==> src/rtl/data_memory_pkg.sv <==
// Shared types, size codes and alignment helper for the data-memory responder.
package data_memory_pkg;

  typedef enum logic [1:0] {
    IDLE = 2'd0,
    WAIT = 2'd1,
    RESP = 2'd2
  } state_t;

  localparam logic [1:0] SIZE_BYTE = 2'b00;
  localparam logic [1:0] SIZE_HALF = 2'b01;
  localparam logic [1:0] SIZE_WORD = 2'b10;

  // Size code 2'b11 is treated as a word access.
  function automatic logic is_misaligned(input logic [1:0] size, input logic [1:0] addr_lo);
    logic r_bad;
    r_bad = 1'b0;
    if (size == SIZE_HALF)
      r_bad = addr_lo[0];
    else if (size != SIZE_BYTE)
      r_bad = (addr_lo != 2'b00);
    return r_bad;
  endfunction

endpackage

==> src/rtl/byte_lane_aligner.sv <==
// Combinational RV32I lane handling: store byte enables / lane replication,
// and load lane extraction with sign or zero extension.
module byte_lane_aligner
  import data_memory_pkg::*;
(
  input  logic [1:0]  i_size,
  input  logic [1:0]  i_addrLo,
  input  logic        i_unsigned,
  input  logic [31:0] i_wdata,
  input  logic [31:0] i_rword,
  output logic [3:0]  o_byteEn,
  output logic [31:0] o_wdataLanes,
  output logic [31:0] o_rdata
);

  logic [7:0]  w_byte;
  logic [15:0] w_half;

  assign w_byte = i_rword[{i_addrLo, 3'b000} +: 8];
  assign w_half = i_rword[{i_addrLo[1], 4'b0000} +: 16];

  // Replicating the low lanes lets the byte enables alone pick the target lanes.
  always_comb begin
    o_byteEn     = 4'b1111;
    o_wdataLanes = i_wdata;
    case (i_size)
      SIZE_BYTE: begin
        o_byteEn     = 4'b0001 << i_addrLo;
        o_wdataLanes = {4{i_wdata[7:0]}};
      end
      SIZE_HALF: begin
        o_byteEn     = i_addrLo[1] ? 4'b1100 : 4'b0011;
        o_wdataLanes = {2{i_wdata[15:0]}};
      end
      default: ;
    endcase
  end

  always_comb begin
    o_rdata = i_rword;
    case (i_size)
      SIZE_BYTE: o_rdata = {{24{~i_unsigned & w_byte[7]}}, w_byte};
      SIZE_HALF: o_rdata = {{16{~i_unsigned & w_half[15]}}, w_half};
      default: ;
    endcase
  end

endmodule

==> src/rtl/data_memory_responder.sv <==
// Data-memory responder: request handshake, programmable wait states, RAM.
// Optional alignment checking is enabled with `define DMEM_ALIGN_CHECK_EN.
module data_memory_responder
  import data_memory_pkg::*;
#(
  parameter int DEPTH_WORDS = 64,
  parameter int WAIT_STATES = 2
) (
  input  logic        clk,
  input  logic        reset,
  input  logic        req_valid,
  output logic        req_ready,
  input  logic        req_write,
  input  logic [31:0] req_addr,
  input  logic [31:0] req_wdata,
  input  logic [1:0]  req_size,
  input  logic        req_unsigned,
  output logic        rsp_valid,
  output logic [31:0] rsp_rdata,
  output logic        rsp_error
);

  localparam int         IDX_W     = $clog2(DEPTH_WORDS);
  localparam logic [3:0] WAIT_LOAD = (WAIT_STATES > 0) ? 4'(WAIT_STATES - 1) : 4'd0;

  state_t           r_state, w_nextState;
  logic [3:0]       r_waitCnt;
  logic             r_write, r_unsigned;
  logic [IDX_W+1:0] r_addr;
  logic [31:0]      r_wdata;
  logic [1:0]       r_size;
  logic [31:0]      r_rdata;
  logic [31:0]      r_mem [DEPTH_WORDS];

  logic             w_accept, w_enterResp, w_misalign, w_commit;
  logic             w_selWrite, w_selUnsigned;
  logic [IDX_W+1:0] w_selAddr;
  logic [31:0]      w_selWdata;
  logic [1:0]       w_selSize;
  logic [IDX_W-1:0] w_index;
  logic [3:0]       w_byteEn;
  logic [31:0]      w_wdataLanes, w_loadData;
  logic             w_unused;

  assign w_unused = &{1'b0, req_addr[31:IDX_W+2]};

  always_ff @(posedge clk or negedge reset) begin
    if (!reset) r_state <= IDLE;
    else        r_state <= w_nextState;
  end

  always_comb begin
    w_nextState = r_state;
    req_ready   = 1'b0;
    rsp_valid   = 1'b0;
    w_accept    = 1'b0;
    w_enterResp = 1'b0;
    case (r_state)
      IDLE: begin
        req_ready = 1'b1;
        if (req_valid) begin
          w_accept = 1'b1;
          if (WAIT_STATES > 0) begin
            w_nextState = WAIT;
          end else begin
            w_nextState = RESP;
            w_enterResp = 1'b1;
          end
        end
      end
      WAIT: begin
        if (r_waitCnt == 4'd0) begin
          w_nextState = RESP;
          w_enterResp = 1'b1;
        end
      end
      RESP: begin
        rsp_valid   = 1'b1;
        w_nextState = IDLE;
      end
      default: w_nextState = IDLE;
    endcase
  end

  always_ff @(posedge clk or negedge reset) begin
    if (!reset) begin
      r_waitCnt  <= 4'd0;
      r_write    <= 1'b0;
      r_unsigned <= 1'b0;
      r_addr     <= '0;
      r_wdata    <= 32'd0;
      r_size     <= SIZE_BYTE;
    end else if (w_accept) begin
      r_waitCnt  <= WAIT_LOAD;
      r_write    <= req_write;
      r_unsigned <= req_unsigned;
      r_addr     <= req_addr[IDX_W+1:0];
      r_wdata    <= req_wdata;
      r_size     <= req_size;
    end else if (r_state == WAIT && r_waitCnt != 4'd0) begin
      r_waitCnt  <= r_waitCnt - 4'd1;
    end
  end

  // With zero wait states the response is launched straight from IDLE,
  // before the capture registers hold the request.
  assign w_selWrite    = (r_state == IDLE) ? req_write             : r_write;
  assign w_selUnsigned = (r_state == IDLE) ? req_unsigned          : r_unsigned;
  assign w_selAddr     = (r_state == IDLE) ? req_addr[IDX_W+1:0]   : r_addr;
  assign w_selWdata    = (r_state == IDLE) ? req_wdata             : r_wdata;
  assign w_selSize     = (r_state == IDLE) ? req_size              : r_size;
  assign w_index       = w_selAddr[IDX_W+1:2];

`ifdef DMEM_ALIGN_CHECK_EN
  logic r_error;
  assign w_misalign = is_misaligned(w_selSize, w_selAddr[1:0]);
  always_ff @(posedge clk or negedge reset) begin
    if (!reset)           r_error <= 1'b0;
    else if (w_enterResp) r_error <= w_misalign;
  end
  assign rsp_error = r_error;
`else
  assign w_misalign = 1'b0;
  assign rsp_error  = 1'b0;
`endif

  byte_lane_aligner u_aligner (
    .i_size       (w_selSize),
    .i_addrLo     (w_selAddr[1:0]),
    .i_unsigned   (w_selUnsigned),
    .i_wdata      (w_selWdata),
    .i_rword      (r_mem[w_index]),
    .o_byteEn     (w_byteEn),
    .o_wdataLanes (w_wdataLanes),
    .o_rdata      (w_loadData)
  );

  assign w_commit = w_enterResp & w_selWrite & ~w_misalign & reset;

  always_ff @(posedge clk) begin
    if (w_commit) begin
      for (int i = 0; i < 4; i++)
        if (w_byteEn[i]) r_mem[w_index][8*i +: 8] <= w_wdataLanes[8*i +: 8];
    end
  end

  always_ff @(posedge clk or negedge reset) begin
    if (!reset)           r_rdata <= 32'd0;
    else if (w_enterResp) r_rdata <= (w_selWrite || w_misalign) ? 32'd0 : w_loadData;
  end

  assign rsp_rdata = r_rdata;

endmodule
==> config.mk <==
export PLATFORM = sky130hd
export DESIGN_NAME = data_memory_responder
export DESIGN_NICKNAME = d
export VERILOG_FILES = /design/src/rtl/data_memory_pkg.sv /design/src/rtl/byte_lane_aligner.sv /design/src/rtl/data_memory_responder.sv
export SDC_FILE = /design/constraint.sdc
export NUM_CORES = 2
export LEC_CHECK = 0
export CAP_MARGIN = 20
export CORE_ASPECT_RATIO = 1.1
export CORE_UTILIZATION = 45
export DETAILED_ROUTE_END_ITERATION = 16
export PLACE_DENSITY = 0.64
export SLEW_MARGIN = 0
export SYNTH_ARGS = -nofsm -noshare
export SYNTH_HDL_FRONTEND = slang
export SYNTH_SLANG_ARGS = --single-unit
==> constraint.sdc <==
create_clock -name clk -period 7.07 [get_ports clk]
set_input_delay 1.0605 -clock clk [delete_from_list [all_inputs] [get_ports clk]]
set_output_delay 1.0605 -clock clk [all_outputs]
set_load 0.01 [all_outputs]
Yosys cells after proc, flatten, opt, wreduce, memory -nomap -nowiden

Memory sizes are Yosys's and may differ from the RTL's.
Cells that the tools add are included.

Bits in registers: 82
Memory bits (writable): 2,048
Bits of input ports: 71
Memories kept: 1
Output and inout port bits: 35
Logic and storage cells: 63

Bitwise gates (word level): 5
Add/sub/neg operators: 1
Multiplexer cells: 33
Eq/ne operators: 5
Shifts and indexed selects: 3
Reduce and logical (&&, ||, !) cells: 7

Memory list:

| name  | depth | bits a word | read ports | clocked after Yosys merged registers in | wr ports | line                        | source |
|---|---|---|---|---|---|---|---|
| r_mem | 64    | 32          | 1          | 0                                       | 1        | data_memory_responder.sv:33 | `logic [31:0] r_mem [DEPTH_WORDS];` |

Operator list:

| cell                                                                   | number |
|---|---|
| 32-bit case mux with 2 select lines                                    | 2 |
| 32-bit two-way mux                                                     | 2 |
| 32-bit by 6-bit variable part select with 16-bit output                | 1 |
| 32-bit by 6-bit variable part select with 8-bit output                 | 1 |
| 1-bit two-way mux                                                      | 20 |
| 4-bit two-way mux                                                      | 3 |
| 8-bit two-way mux                                                      | 1 |
| 4-bit case mux with 2 select lines                                     | 1 |
| 2-bit two-way mux                                                      | 3 |
| 1-bit AND                                                              | 4 |
| 2-bit by 1-bit equality test with 1-bit output (second input constant) | 2 |
| 2-bit zero test                                                        | 2 |
| 4-bit zero test                                                        | 1 |
| 2-bit inequality test (second input constant)                          | 2 |
| 2-bit case mux with 2 select lines                                     | 1 |
| 4-bit nonzero test                                                     | 1 |
| 1-bit by 2-bit << shifter with 4-bit output (first input constant)     | 1 |
| 4-bit by 1-bit subtractor with 4-bit output (second input constant)    | 1 |
| 2-bit equality test (second input constant)                            | 1 |
| 2-bit AND reduction                                                    | 1 |
| 2-bit nonzero test                                                     | 1 |
| 1-bit logical AND                                                      | 1 |
| 1-bit inverter                                                         | 1 |

Longest topological paths before layout

Word-level depth: 7
Depth in mapped cells: 18

Hierarchy

Synthesis repeated with hierarchy kept, for this count alone.

Cell total of the unflattened synthesis: 5,253
Area, all modules: 82,645.5 µm²

By module, submodules not included:

| module                | seq. area each (µm²) | cells an instance | times used | area each (µm²) |
|---|---|---|---|---|
| data_memory_responder | 63,551.0             | 5,082             | 1          | 81,354.3 |
| byte_lane_aligner     | 0.0                  | 171               | 1          | 1,291.2 |

Worst setup path before layout

OpenSTA, ideal clock, no wires.

Kind: register -> register
From: reg r_state[1]
To: mem r_mem[0][26], data pin
Cell stages (with the launch flop): 13
Arrival time: 5,883 ps
Setup slack: 485 ps
Data required time: 6,368 ps
Cell sequence: dfrtp_1 -> buf_2 -> or2_1 -> buf_6 -> inv_2 -> buf_2 -> buf_1 -> buf_1 -> clkbuf_1 -> nand2_1 -> nand2_1 -> a21oi_1 -> o21ai_0

Elaborated cells between the ends (all ways): 6
Those cells by class: eq/ne (1); mux (3); reduce/logical (2)

RTL lines:

| element                              | line                         | source |
|---|---|---|
| from (decl)                          | data_memory_responder.sv:26  | `state_t r_state, w_nextState;` |
| from (signal assigned)               | data_memory_responder.sv:49  | `else r_state <= w_nextState;` |
| 2-bit zero test                      | data_memory_responder.sv:110 | `assign w_selWdata = (r_state == IDLE) ? req_wdata : r_wdata;` |
| 32-bit two-way mux                   | data_memory_responder.sv:110 |  |
| named net u_aligner.i_wdata[2]       | byte_lane_aligner.sv:9       | `input logic [31:0] i_wdata,` |
| 32-bit case mux with 2 select lines  | byte_lane_aligner.sv:26      | `case (i_size)` |
| named net u_aligner.o_wdataLanes[26] | byte_lane_aligner.sv:12      | `output logic [31:0] o_wdataLanes,` |
| to (decl)                            | data_memory_responder.sv:33  |  |

The timed path passes the listed nets, and every way through them passes these cells.

Worst setup path after layout

From: reg r_state[1]
To: reg r_rdata[0] (netlist: rsp_rdata[0])

Word-level cells in the longest chain between the ends: 6
Elaborated cells between the ends (all ways): 13
Those cells by class: eq/ne (2); shift (2); mux (6); reduce/logical (2); memory (1)

Ends and longest elaborated chain:

| element                                                                                                                           | line                                             | source |
|---|---|---|
| 2-bit zero test                                                                                                                   | --                                               |  |
| 8-bit two-way mux                                                                                                                 | data_memory_responder.sv:109                     | `assign w_selAddr = (r_state == IDLE) ? req_addr[IDX_W+1:0] : r_addr;` |
| memory read 64 x 32 bit                                                                                                           | --                                               |  |
| 32-bit by 6-bit variable part select with 16-bit output or 32-bit by 6-bit variable part select with 8-bit output (tied branches) | byte_lane_aligner.sv:20, byte_lane_aligner.sv:19 |  |
| 32-bit case mux with 2 select lines                                                                                               | byte_lane_aligner.sv:41                          | `case (i_size)` |
| 32-bit two-way mux                                                                                                                | data_memory_responder.sv:149                     | `else if (w_enterResp) r_rdata <= (w_selWrite \|\| w_misalign) ? 32'd0 : w_loadData;` |
| to (signal assigned)                                                                                                              | data_memory_responder.sv:149                     |  |
| to (decl)                                                                                                                         | data_memory_responder.sv:32                      | `logic [31:0] r_rdata;` |

Parallel ways exist; a longest one is shown, timed or not.
A chain may end at the register's enable or synchronous reset.

==> out/metrics.yaml <==
grt_pass1_vias: 50017
final_common_cell: "edfxtp_1"
finalCritPeriodShare_pct: 80.6
worst_slack_ns: 1.37
tns_ns: 0
cts_hold_repair.buffers: 0
synthToLayoutAreaGrowth_pct: 15.6
gp_congestion: 0.892
path_buf_inv: 3
cp_slowest_cell: "or4_1"
period_needed_ns: 5.70
status: "finished, final reports clean"
skew_ns: 0.0441
wl_per_cell_um: 31.3
endpoint_kind: "flop"
die_h_um: 447
timing.hold.ws_ns: 0.140
setup_viol: 0
synth_edf_count: 2048
wl_um: 251000
slew_viol_final: 0
postRouteAntennaNets: 0
crit_required_ns: 7.87
antenna_found_initial: 8
numClockSinks: 2130
root_buffer: "clkbuf_16"
worst_pin_slew_ns: 1.21
drc: 0
max_freq_mhz: 176
async_flop_share_pct: 3.85
drtIter0Drc: 7731
cts_resized: 0
start_kind: "flop"
ioPinCount: 106
grt_max_degree: 84
num_vias: 51661
power_density_nw_per_um2: 490
cellLeakagePower_nw: 30.0
path_max_fanout: 43
hold_viol_final: 0
tritoncts: "built"
overflow: 0
insertion_delay_ns: 0.87
syn_area_per_cell_um2: 15.7
synth.distinct_cells: 83
die_x_um: 406
clk_pin_slew_ns: 0.06
dieArea_um2: 181000
syn_area_um2: 80800
vias_per_cell: 6.44
mostFrequentLayoutCells: "edfxtp_1, o22ai_1, nand2_1, buf_4, nor3_1"
drtPass1Iterations: 6
critical_path.max_stage_delay_ns: 0.81
fin_cells: 8024
portBuffers: 80
relSlewSlack_pct: 19.4
dp.cells: 7646
worstRegToRegCells: 13
ir_drop_mv: 0.449
place_ws_ns: 1.18
cts_htree_levels: 4
core-area_um2: 178000
grt_pass1_wl_um: 357000
start_util_pct: 45.5
netlist.area_leader.share_pct: 76.1
numCtsBuffers: 204
rsz0062_at_grt: "false"
yosys.area.top_type: "edfxtp_1"
r2r_start: "r_state[1]"
grt_usage_pct: 27.4
synthFlopType: "edfxtp_1"
cts_setup_buffers: 0
fin_nets: 5550
hpwlAfterDp_um: 155000
place_area_um2: 87000
critPathKind: "reg -> reg"
cts_buffer_depth: 3
critPathArrivalTime_ns: 6.50
ys_seq_area_share_pct: 78.6
r2r-end: "rsp_rdata[0]"
fin_util_pct: 52.6
rrSetupSlack_ns: 1.37
ys_warn_count: 0
drive_gt1_share_pct: 14.4
syn_nets: 5211
synth.area.top_cells: "edfxtp_1, o22ai_1, dfrtp_1"
fp-row-count: 162
synth-seq-cells: 2130
hp-class: "in -> async"
crit_chain: "buf_4 -> or2_2 -> inv_2 -> o21ai_4 -> nand2_8 -> buf_4 -> o22ai_1 -> nor4_1 -> o22ai_1 -> or4_1 -> o2bb2a_1 -> o211ai_1 -> a22o_1"
syn_inst: 5139
totalPowerFinal_mw: 45.8
cp_top_family: "simple AND/OR/NAND/NOR gates"
maxCapViolations: 0
final_area_um2: 93500
-- sequential cells by signal, summed over array words and instances (netlist names) --
signal	cells
r_wdata	32
r_size	2
r_write	1
r_mem	2048
r_unsigned	1
r_waitCnt	4
r_addr	8
rsp_rdata	32
r_state	2
-- power by group --
group	total (mW)	internal, mW	switching [mW]
sequential	17.7	17.6	0.188
combinational	17.5	4.27	13.2
clock	10.6	5.89	4.67
-- area by class of cell --
cell class	count	area, um^2
fillers	14213	84300
diodes	1	2.50
inverters	14	52.6
clock buffers	260	5430
clock inverters	113	953
flip-flops and latches	2130	63600
well taps	2378	2980
multi-input cells	2613	16000
repair buffers	515	4500
-- synth_stat cells (9+ instances only) --
cell type and n:
o32a_1 20, nand3_1 91, nand2_1 545, o31ai_1 16, nor3_1 292, edfxtp_1 2048, clkbuf_1 129, o211ai_2 11
or4_1 18, a211oi_1 12, nand2b_1 9, nor4_1 60, o211ai_1 20, nor2_1 164, a31oi_1 39, nor4b_1 16
o41ai_1 33, dfrtp_1 82, o221ai_1 82, buf_1 46, nand4_1 18, buf_4 14, buf_2 185, o21ai_0 45
inv_1 13, a32o_1 26, and3_1 18, a21oi_1 59, o22a_1 44, o22ai_1 743, mux2i_1 77, a32oi_1 34
-- how the worst max path moves through the flow --
stage                      from             to  slack (ns)  cells after the start
detailed placement  req_addr[4]  rsp_rdata[16]        1.18                     10
floorplan            r_state[1]   r_mem[0][26]        0.48                     12
global placement    req_addr[4]  rsp_rdata[16]        1.23                     10
finish               r_state[1]   rsp_rdata[0]        1.37                     13
CTS                  r_state[1]  rsp_rdata[15]        1.56                     14
global route         r_state[0]  rsp_rdata[15]        1.38                     14
-- worst register-to-register path, stage by stage, from the launching register on --
cell	delay, ns
dfrtp_1	0.36
buf_4	0.22
or2_2	0.64
inv_2	0.72
o21ai_4	0.40
nand2_8	0.56
buf_4	0.34
o22ai_1	0.12
nor4_1	0.64
o22ai_1	0.16
or4_1	0.81
o2bb2a_1	0.40
o211ai_1	0.11
a22o_1	0.15
-- routing by layer --
layer  global-route usage, %  wire [um]  vias up
li1                        -          -    21513
met1                    36.6      93200    26306
met2                    42.8     118000     3282
met3                    6.34      28200      550
met4                    12.2      11900       10
met5                       0         70        -
-- kinds of logic after synthesis --
group           count (synthesis)  synth area share, %
flops                        2130                 78.6
simple gates                 1266                 7.13
compound gates               1256                 10.8
buf+inv                       396                 2.26
mux                            86                 1.09
xor+xnor                        3               0.0325
fa+ha+maj                       1               0.0155
other cells                     1              0.00464
Power figures use the tool's default switching activity.
